--- config.mk ---
export PLATFORM = sky130hd
export DESIGN_NAME = rv_iommu_hpm_evq
export DESIGN_NICKNAME = d
export VERILOG_FILES = /design/src/rtl/rv_iommu_pkg.sv /design/src/rtl/rv_iommu_hpm_evq_fifo.sv /design/src/rtl/rv_iommu_hpm_evq.sv
export SDC_FILE = /design/constraint.sdc
export NUM_CORES = 2
export LEC_CHECK = 0
export BUFFER_PORTS_ARGS = -buffer_cell sky130_fd_sc_hd__buf_2
export CAP_MARGIN = 30
export CORE_UTILIZATION = 60
export DETAILED_ROUTE_END_ITERATION = 10
export PLACE_DENSITY = 0.78
export REMOVE_ABC_BUFFERS = 1
export SETUP_SLACK_MARGIN = 0.15
export SYNTH_ARGS = -nofsm -noshare
export SYNTH_HDL_FRONTEND = slang
export SYNTH_HIERARCHICAL = 1
export SYNTH_SLANG_ARGS = --single-unit
--- constraint.sdc ---
create_clock -name clk_i -period 63 [get_ports clk_i]
set_clock_uncertainty 0.2 [all_clocks]
set_input_delay 3.15 -clock clk_i [delete_from_list [all_inputs] [get_ports clk_i]]
set_output_delay 3.15 -clock clk_i [all_outputs]
set_load 0.02 [all_outputs]
--- src/rtl/rv_iommu_pkg.sv ---
// Shared rv_iommu types: HPM event indices and the event-queue entry format.
package rv_iommu_pkg;

  localparam int N_HPM_EVT = 6;

  typedef enum logic [2:0] {
    UT_REQ     = 3'd0,
    IOTLB_MISS = 3'd1,
    DDT_WALK   = 3'd2,
    PDT_WALK   = 3'd3,
    S1_PTW     = 3'd4,
    S2_PTW     = 3'd5
  } hpm_evt_e;

  typedef struct packed {
    logic [N_HPM_EVT-1:0] mask;
    logic [23:0]          did;
    logic [19:0]          pid;
    logic [19:0]          pscid;
    logic [15:0]          gscid;
    logic                 pid_v;
  } hpm_evq_entry_t;

  typedef enum logic {
    EVQ_IDLE = 1'b0,
    EVQ_EMIT = 1'b1
  } hpm_evq_st_e;

  function automatic hpm_evt_e lowest_evt(input logic [N_HPM_EVT-1:0] m);
    lowest_evt = UT_REQ;
    for (int i = N_HPM_EVT - 1; i >= 0; i--)
      if (m[i]) lowest_evt = hpm_evt_e'(3'(i));
  endfunction

endpackage

--- src/rtl/rv_iommu_hpm_evq_fifo.sv ---
// Synchronous FIFO of HPM event entries; extra pointer MSB separates full from empty.
module rv_iommu_hpm_evq_fifo
  import rv_iommu_pkg::*;
#(
  parameter int DEPTH = 8
) (
  input  logic           clk_i,
  input  logic           rst_i,
  input  logic           flush_i,
  input  logic           push_i,
  input  logic           pop_i,
  input  hpm_evq_entry_t wdata_i,
  output hpm_evq_entry_t head_o,
  output logic           full_o,
  output logic           empty_o
);

  localparam int AW = $clog2(DEPTH);

  logic [AW:0]    wptr_q, wptr_d, rptr_q, rptr_d;
  hpm_evq_entry_t mem_q [DEPTH];
  hpm_evq_entry_t mem_d [DEPTH];

  assign empty_o = (wptr_q == rptr_q);
  assign full_o  = (wptr_q[AW] != rptr_q[AW]) && (wptr_q[AW-1:0] == rptr_q[AW-1:0]);
  assign head_o  = mem_q[rptr_q[AW-1:0]];

  always_comb begin
    wptr_d = wptr_q;
    rptr_d = rptr_q;
    mem_d  = mem_q;
    if (flush_i) begin
      wptr_d = '0;
      rptr_d = '0;
    end else begin
      // A pop in the same cycle frees the head slot, so a full queue still accepts.
      if (push_i && (!full_o || pop_i)) begin
        mem_d[wptr_q[AW-1:0]] = wdata_i;
        wptr_d = wptr_q + 1'b1;
      end
      if (pop_i && !empty_o) rptr_d = rptr_q + 1'b1;
    end
  end

  always_ff @(posedge clk_i or posedge rst_i) begin
    if (rst_i) begin
      wptr_q <= '0;
      rptr_q <= '0;
      for (int i = 0; i < DEPTH; i++) mem_q[i] <= '0;
    end else begin
      wptr_q <= wptr_d;
      rptr_q <= rptr_d;
      mem_q  <= mem_d;
    end
  end

endmodule

--- src/rtl/rv_iommu_hpm_evq.sv ---
// HPM event queue: buffers event strobes + IDs and replays them as single-cycle one-hot pulses.
// Optional saturating drop counter under macro RV_IOMMU_HPM_EVQ_DROP_CNT_EN.
module rv_iommu_hpm_evq
  import rv_iommu_pkg::*;
#(
  parameter int EVQ_DEPTH = 8
`ifdef RV_IOMMU_HPM_EVQ_DROP_CNT_EN
  , parameter int DROP_CNT_W = 16
`endif
) (
  input  logic        clk_i,
  input  logic        rst_i,
  input  logic [5:0]  evt_i,
  input  logic [23:0] did_i,
  input  logic [19:0] pid_i,
  input  logic [19:0] pscid_i,
  input  logic [15:0] gscid_i,
  input  logic        pid_v_i,
  input  logic        flush_i,
  output logic [5:0]  evt_o,
  output logic [23:0] did_o,
  output logic [19:0] pid_o,
  output logic [19:0] pscid_o,
  output logic [15:0] gscid_o,
  output logic        pid_v_o,
  output logic        ovf_o
`ifdef RV_IOMMU_HPM_EVQ_DROP_CNT_EN
  , output logic [DROP_CNT_W-1:0] drop_cnt_o
`endif
);

  hpm_evq_entry_t in_ent, head, cur, work_q, work_d, out_q, out_d;
  hpm_evq_st_e    state_q, state_d;
  hpm_evt_e       b, last_q, last_d;
  logic           last_v_q, last_v_d;
  logic           full, empty, push, pop, drop, ovf_q, ovf_d;

  assign in_ent = '{mask: evt_i, did: did_i, pid: pid_i, pscid: pscid_i,
                    gscid: gscid_i, pid_v: pid_v_i};

  rv_iommu_hpm_evq_fifo #(.DEPTH(EVQ_DEPTH)) u_fifo (
    .clk_i   (clk_i),
    .rst_i   (rst_i),
    .flush_i (flush_i),
    .push_i  (push),
    .pop_i   (pop),
    .wdata_i (in_ent),
    .head_o  (head),
    .full_o  (full),
    .empty_o (empty)
  );

  always_comb begin
    cur      = work_q;
    pop      = 1'b0;
    out_d    = out_q;
    out_d.mask = '0;
    last_d   = last_q;
    last_v_d = 1'b0;
    // Idle: the head is popped and its first bit emitted in the same cycle (load path).
    if (state_q == EVQ_IDLE) begin
      cur = head;
      if (empty) cur.mask = '0;
      pop = !empty && !flush_i;
    end
    b      = lowest_evt(cur.mask);
    work_d = cur;
    // Same type as last cycle's pulse waits one cycle so the HPM edge detector sees two events.
    if ((cur.mask != '0) && !(last_v_q && (b == last_q))) begin
      work_d.mask[b] = 1'b0;
      out_d          = cur;
      out_d.mask     = '0;
      out_d.mask[b]  = 1'b1;
      last_d         = b;
      last_v_d       = 1'b1;
    end
    push  = (|evt_i) && !flush_i;
    drop  = push && full && !pop;
    ovf_d = ovf_q | drop;
    if (flush_i) begin
      work_d.mask = '0;
      out_d.mask  = '0;
      last_v_d    = 1'b0;
      ovf_d       = 1'b0;
    end
    state_d = (work_d.mask != '0) ? EVQ_EMIT : EVQ_IDLE;
  end

  always_ff @(posedge clk_i or posedge rst_i) begin
    if (rst_i) begin
      state_q  <= EVQ_IDLE;
      work_q   <= '0;
      out_q    <= '0;
      last_q   <= UT_REQ;
      last_v_q <= 1'b0;
      ovf_q    <= 1'b0;
    end else begin
      state_q  <= state_d;
      work_q   <= work_d;
      out_q    <= out_d;
      last_q   <= last_d;
      last_v_q <= last_v_d;
      ovf_q    <= ovf_d;
    end
  end

  assign evt_o   = out_q.mask;
  assign did_o   = out_q.did;
  assign pid_o   = out_q.pid;
  assign pscid_o = out_q.pscid;
  assign gscid_o = out_q.gscid;
  assign pid_v_o = out_q.pid_v;
  assign ovf_o   = ovf_q;

`ifdef RV_IOMMU_HPM_EVQ_DROP_CNT_EN
  logic [DROP_CNT_W-1:0] cnt_q, cnt_d;

  always_comb begin
    cnt_d = cnt_q;
    if (drop && !(&cnt_q)) cnt_d = cnt_q + 1'b1;
    if (flush_i) cnt_d = '0;
  end

  always_ff @(posedge clk_i or posedge rst_i) begin
    if (rst_i) cnt_q <= '0;
    else       cnt_q <= cnt_d;
  end

  assign drop_cnt_o = cnt_q;
`endif

endmodule

==> reports/metrics.yaml <==
global_routing:
  antenna_violations_before_repair: 11
  grt_start_max_net_pins: 181
  grt-ovfl-total: 0
  first_global_vias: 23210
  wire_length_of_the_first_global_routing_pass_um: 134100
  grt_util_all_layers: 0.2625
clocking:
  clock_sink_count: 884
  reg_clk_slew_reported_paths_ns: 0.05
  htree_levels: 3
  postCtsSetupRepairBufs: 0
  numCtsBuffers: 90
  cts.repair.resized: 0
  cts.hold.buffers_added: 0
  cts_tree: "built"
  worst_skew_pair.late_latency_ns: 0.63
  clock_tree.buffer_depth: 3
  cts.root.buffer_cell: "clkbuf_16"
hold_path:
  holdCritPathClass: "flip-flop to flip-flop"
sta:
  achievable-frequency_ghz: 0.1524
  fin_hold_ws_ns: 0.2879
  layout_min_cycle_time_ns: 6.560
  unrepaired_setup_endpoints_after_global_routing: "no"
  timing.slew.headroom: 0.2371
  post-route-period-util: 0.1041
  max_slew.worst_pin.slew_ns: 1.130
  setup_viol: 0
  final.setup.tns_ns: 0
  timing_max_transition_violations_final: 0
  finalHoldViolations: 0
detailed_routing:
  detail-route-antenna-nets: 0
  post-route-drc-count: 0
  drt_iter0_markers: 1344
  drt_pre_antenna_iters: 5
  vias: 20730
  wl_per_cell_um: 24.45
  route.detailed.vias_per_inst: 6.140
  totalWireLength_um: 82550
power:
  irDropWorstVdd_v: 0.00003227
  fraction_of_power_consumed_by_combinational_cells: 0.231
  power.internal_uw: 1200
  pwr_density_cell_nw_per_um2: 38.29
  seqPwrFrac: 0.455
  power.clock.fraction: 0.314
  switchingPower_uw: 453.7
  leakage_power_summed_over_all_cells_uw: 0.01982
  power.switching_fraction: 0.2743
finish:
  fillCellCount: 4253
  finalInstanceArea_um2: 43190
  flow.area_growth_from_synthesis_pct: 12.06
  num-nets-final: 2560
  post-route-util: 0.6822
  layout-drive-gt1-share: 0.5870
  fin_cells: 3376
yosys:
  synth_top_flop_cell: "dfrtp_1"
  synth.yosys.warnings: 6
  synth.yosys.seq_area_share: 0.5739
  synthesis.instances: 2307
  synth-seq-cells: 884
  synth.area.top_cells: "dfrtp_1, mux2_2, mux4_2"
  synth_edf_count: 0
  synth_cell_type_count: 61
  synth_top_cell_area_share: 0.5739
  yosysTopAreaCell: "dfrtp_1"
  avgSynthCellArea_um2: 16.71
  syn-cell-area_um2: 38540
  async_flop_share: 1.000
critical_path:
  beginning_of_the_worst_register_to_register_path: "u_fifo/rptr_q[0]$_DFFE_PP0P_"
  startpoint_type: "input pin"
  crit_path_max_fanout: 39
  reg2regPathDepth: 13
  timing.critical_path.required_ns: 63.31
  endpoint_kind: "flip-flop"
  cp_data_arrival_time_ns: 6.87
  critPathKind: "input pin to flip-flop"
  critical_path.startpoint: "flush_i"
  endpoint_of_the_most_critical_register_to_register_path: "u_fifo/mem_q[539]$_DFFE_PP0P_"
  ff2ff_setup_slack_ns: 56.61
  critical_path.endpoint: "u_fifo/mem_q[539]$_DFFE_PP0P_"
floorplan:
  dieHeight_um: 255.5
  placement_rows: 92
  initial_utilization: 0.6088
  fp.dieW_um: 255.5
  fp.dieArea_um2: 65260
  fp.coreArea_um2: 63310
  io_pins: 178
status:
  outcome: "completed"
place:
  place.detailed.hpwl_um: 47540
  buffer_ports.inserted: 177
  placed_cell_area_um2: 40160
  gp_congestion: 0.8149
  placedCellCount: 3216
job:
  drv.max_cap_violation_count: 0
## power by group through the flow
| stage | clock network [uW] | registers (uW) | logic (uW) |
|---|---|---|---|
| detailed placement | 0 | 763 | 378 |
| global route | 553 | 767 | 411 |
| floorplan | 0 | 784 | 259 |
| finish | 520 | 753 | 382 |
| global placement | 0 | 753 | 363 |
| CTS | 531 | 754 | 380 |
## placed cells by master, fill, tap and decap left out, drive strengths merged, types with 2 or more instances in the layout
| cell | instances |
|---|---|
| xnor2 | 3 |
| ha | 2 |
| dfrtp | 884 |
| nand2b | 4 |
| a211oi | 2 |
| nand3b | 3 |
| nor2 | 22 |
| or4 | 3 |
| clkbuf | 127 |
| nor2b | 3 |
| xor2 | 5 |
| bufinv | 5 |
| nand2 | 13 |
| nand3 | 7 |
| clkinv | 15 |
| a31oi | 3 |
| nand4 | 5 |
| diode | 2 |
| buf | 217 |
| and3b | 2 |
| a41oi | 3 |
| inv | 13 |
| o211ai | 3 |
| a21oi | 10 |
| o21bai | 2 |
| nor3b | 9 |
| mux2 | 946 |
| mux4 | 174 |
| nor3 | 7 |
| o21ai | 10 |
| mux2i | 2 |
| or3 | 3 |
## kinds of logic after synthesis
family | count (synthesis) | synth area share
mux | 1122 | 0.3815
flops | 884 | 0.5739
buf+inv | 157 | 0.02084
simple gates | 89 | 0.01311
compound gates | 45 | 0.008149
xor+xnor | 8 | 0.001818
fa+ha+maj | 2 | 0.0006491
## cells in the mapped netlist, drive strengths merged (2+ instances only)
master  number
a211oi       2
a21oi       10
a31oi        3
a41oi        3
and3b        2
buf        113
clkbuf      35
dfrtp      884
ha           2
inv          9
mux2       946
mux2i        2
mux4       174
nand2       13
nand2b       4
nand3        7
nand3b       3
nand4        5
nor2        22
nor2b        3
nor3         7
nor3b        9
o211ai       3
o21ai       10
o21bai       2
or3          3
or4          3
xnor2        3
xor2         5
## state kept, by name, summed over array words and instances (netlist names)
name	flops
state_q	1
u_fifo/rptr_q	4
pscid_o	20
work_q	87
evt_o	6
u_fifo/mem_q	696
gscid_o	16
pid_o	20
pid_v_o	1
ovf_o	1
last_q	3
did_o	24
u_fifo/wptr_q	4
last_v_q	1
## per-stage QoR
stage	total power (uW)	setup WS, ns
final	1654	56.44
after global routing	1731	56.31
after CTS	1665	56.35
after detailed placement	1141	55.94
after global placement	1116	56.01
after floorplan	1043	39.91
## worst max-delay path: stages
cell and delay (ns):
buf_2 0.43, nor2_1 0.20, nor2_1 0.17, nand4_1 0.23, nand3b_1 0.74, buf_4 0.71, buf_4 0.72, mux2_2 0.42
## area by class of cell
class                   count  area [um2]  area share
inverters                   9       48.80    0.001130
repair buffers            217        1429     0.03308
clock buffers             127        2574     0.05959
flip-flops and latches    884       22140      0.5125
clock inverters            25       294.0    0.006808
well taps                 846        1059     0.02451
diodes                      2       5.005   0.0001159
multi-input cells        1266       15650      0.3623
## how the worst min path moves through the flow
stage | slack [ns] | to | depth (start not counted) | startpoint
finish | 0.29 | work_q[52]$_DFF_PP0_ | 1 | work_q[52]$_DFF_PP0_
global route | 0.30 | work_q[52]$_DFF_PP0_ | 1 | work_q[52]$_DFF_PP0_
CTS | 0.29 | work_q[52]$_DFF_PP0_ | 1 | work_q[52]$_DFF_PP0_
detailed placement | 0.28 | work_q[52]$_DFF_PP0_ | 1 | work_q[52]$_DFF_PP0_
global placement | 0.27 | work_q[55]$_DFF_PP0_ | 1 | work_q[55]$_DFF_PP0_
floorplan | 0.27 | work_q[0]$_DFF_PP0_ | 1 | work_q[0]$_DFF_PP0_
## routing by layer
metal  GRT usage  share of wire  wire length, um
met1      0.3576           0.43            35160
met2      0.4392           0.51            41930
met3     0.04831          0.046             3792
met4     0.06687          0.019             1564
met5           0         0.0012               99
Note: power is estimated with default switching activity, not from simulation.
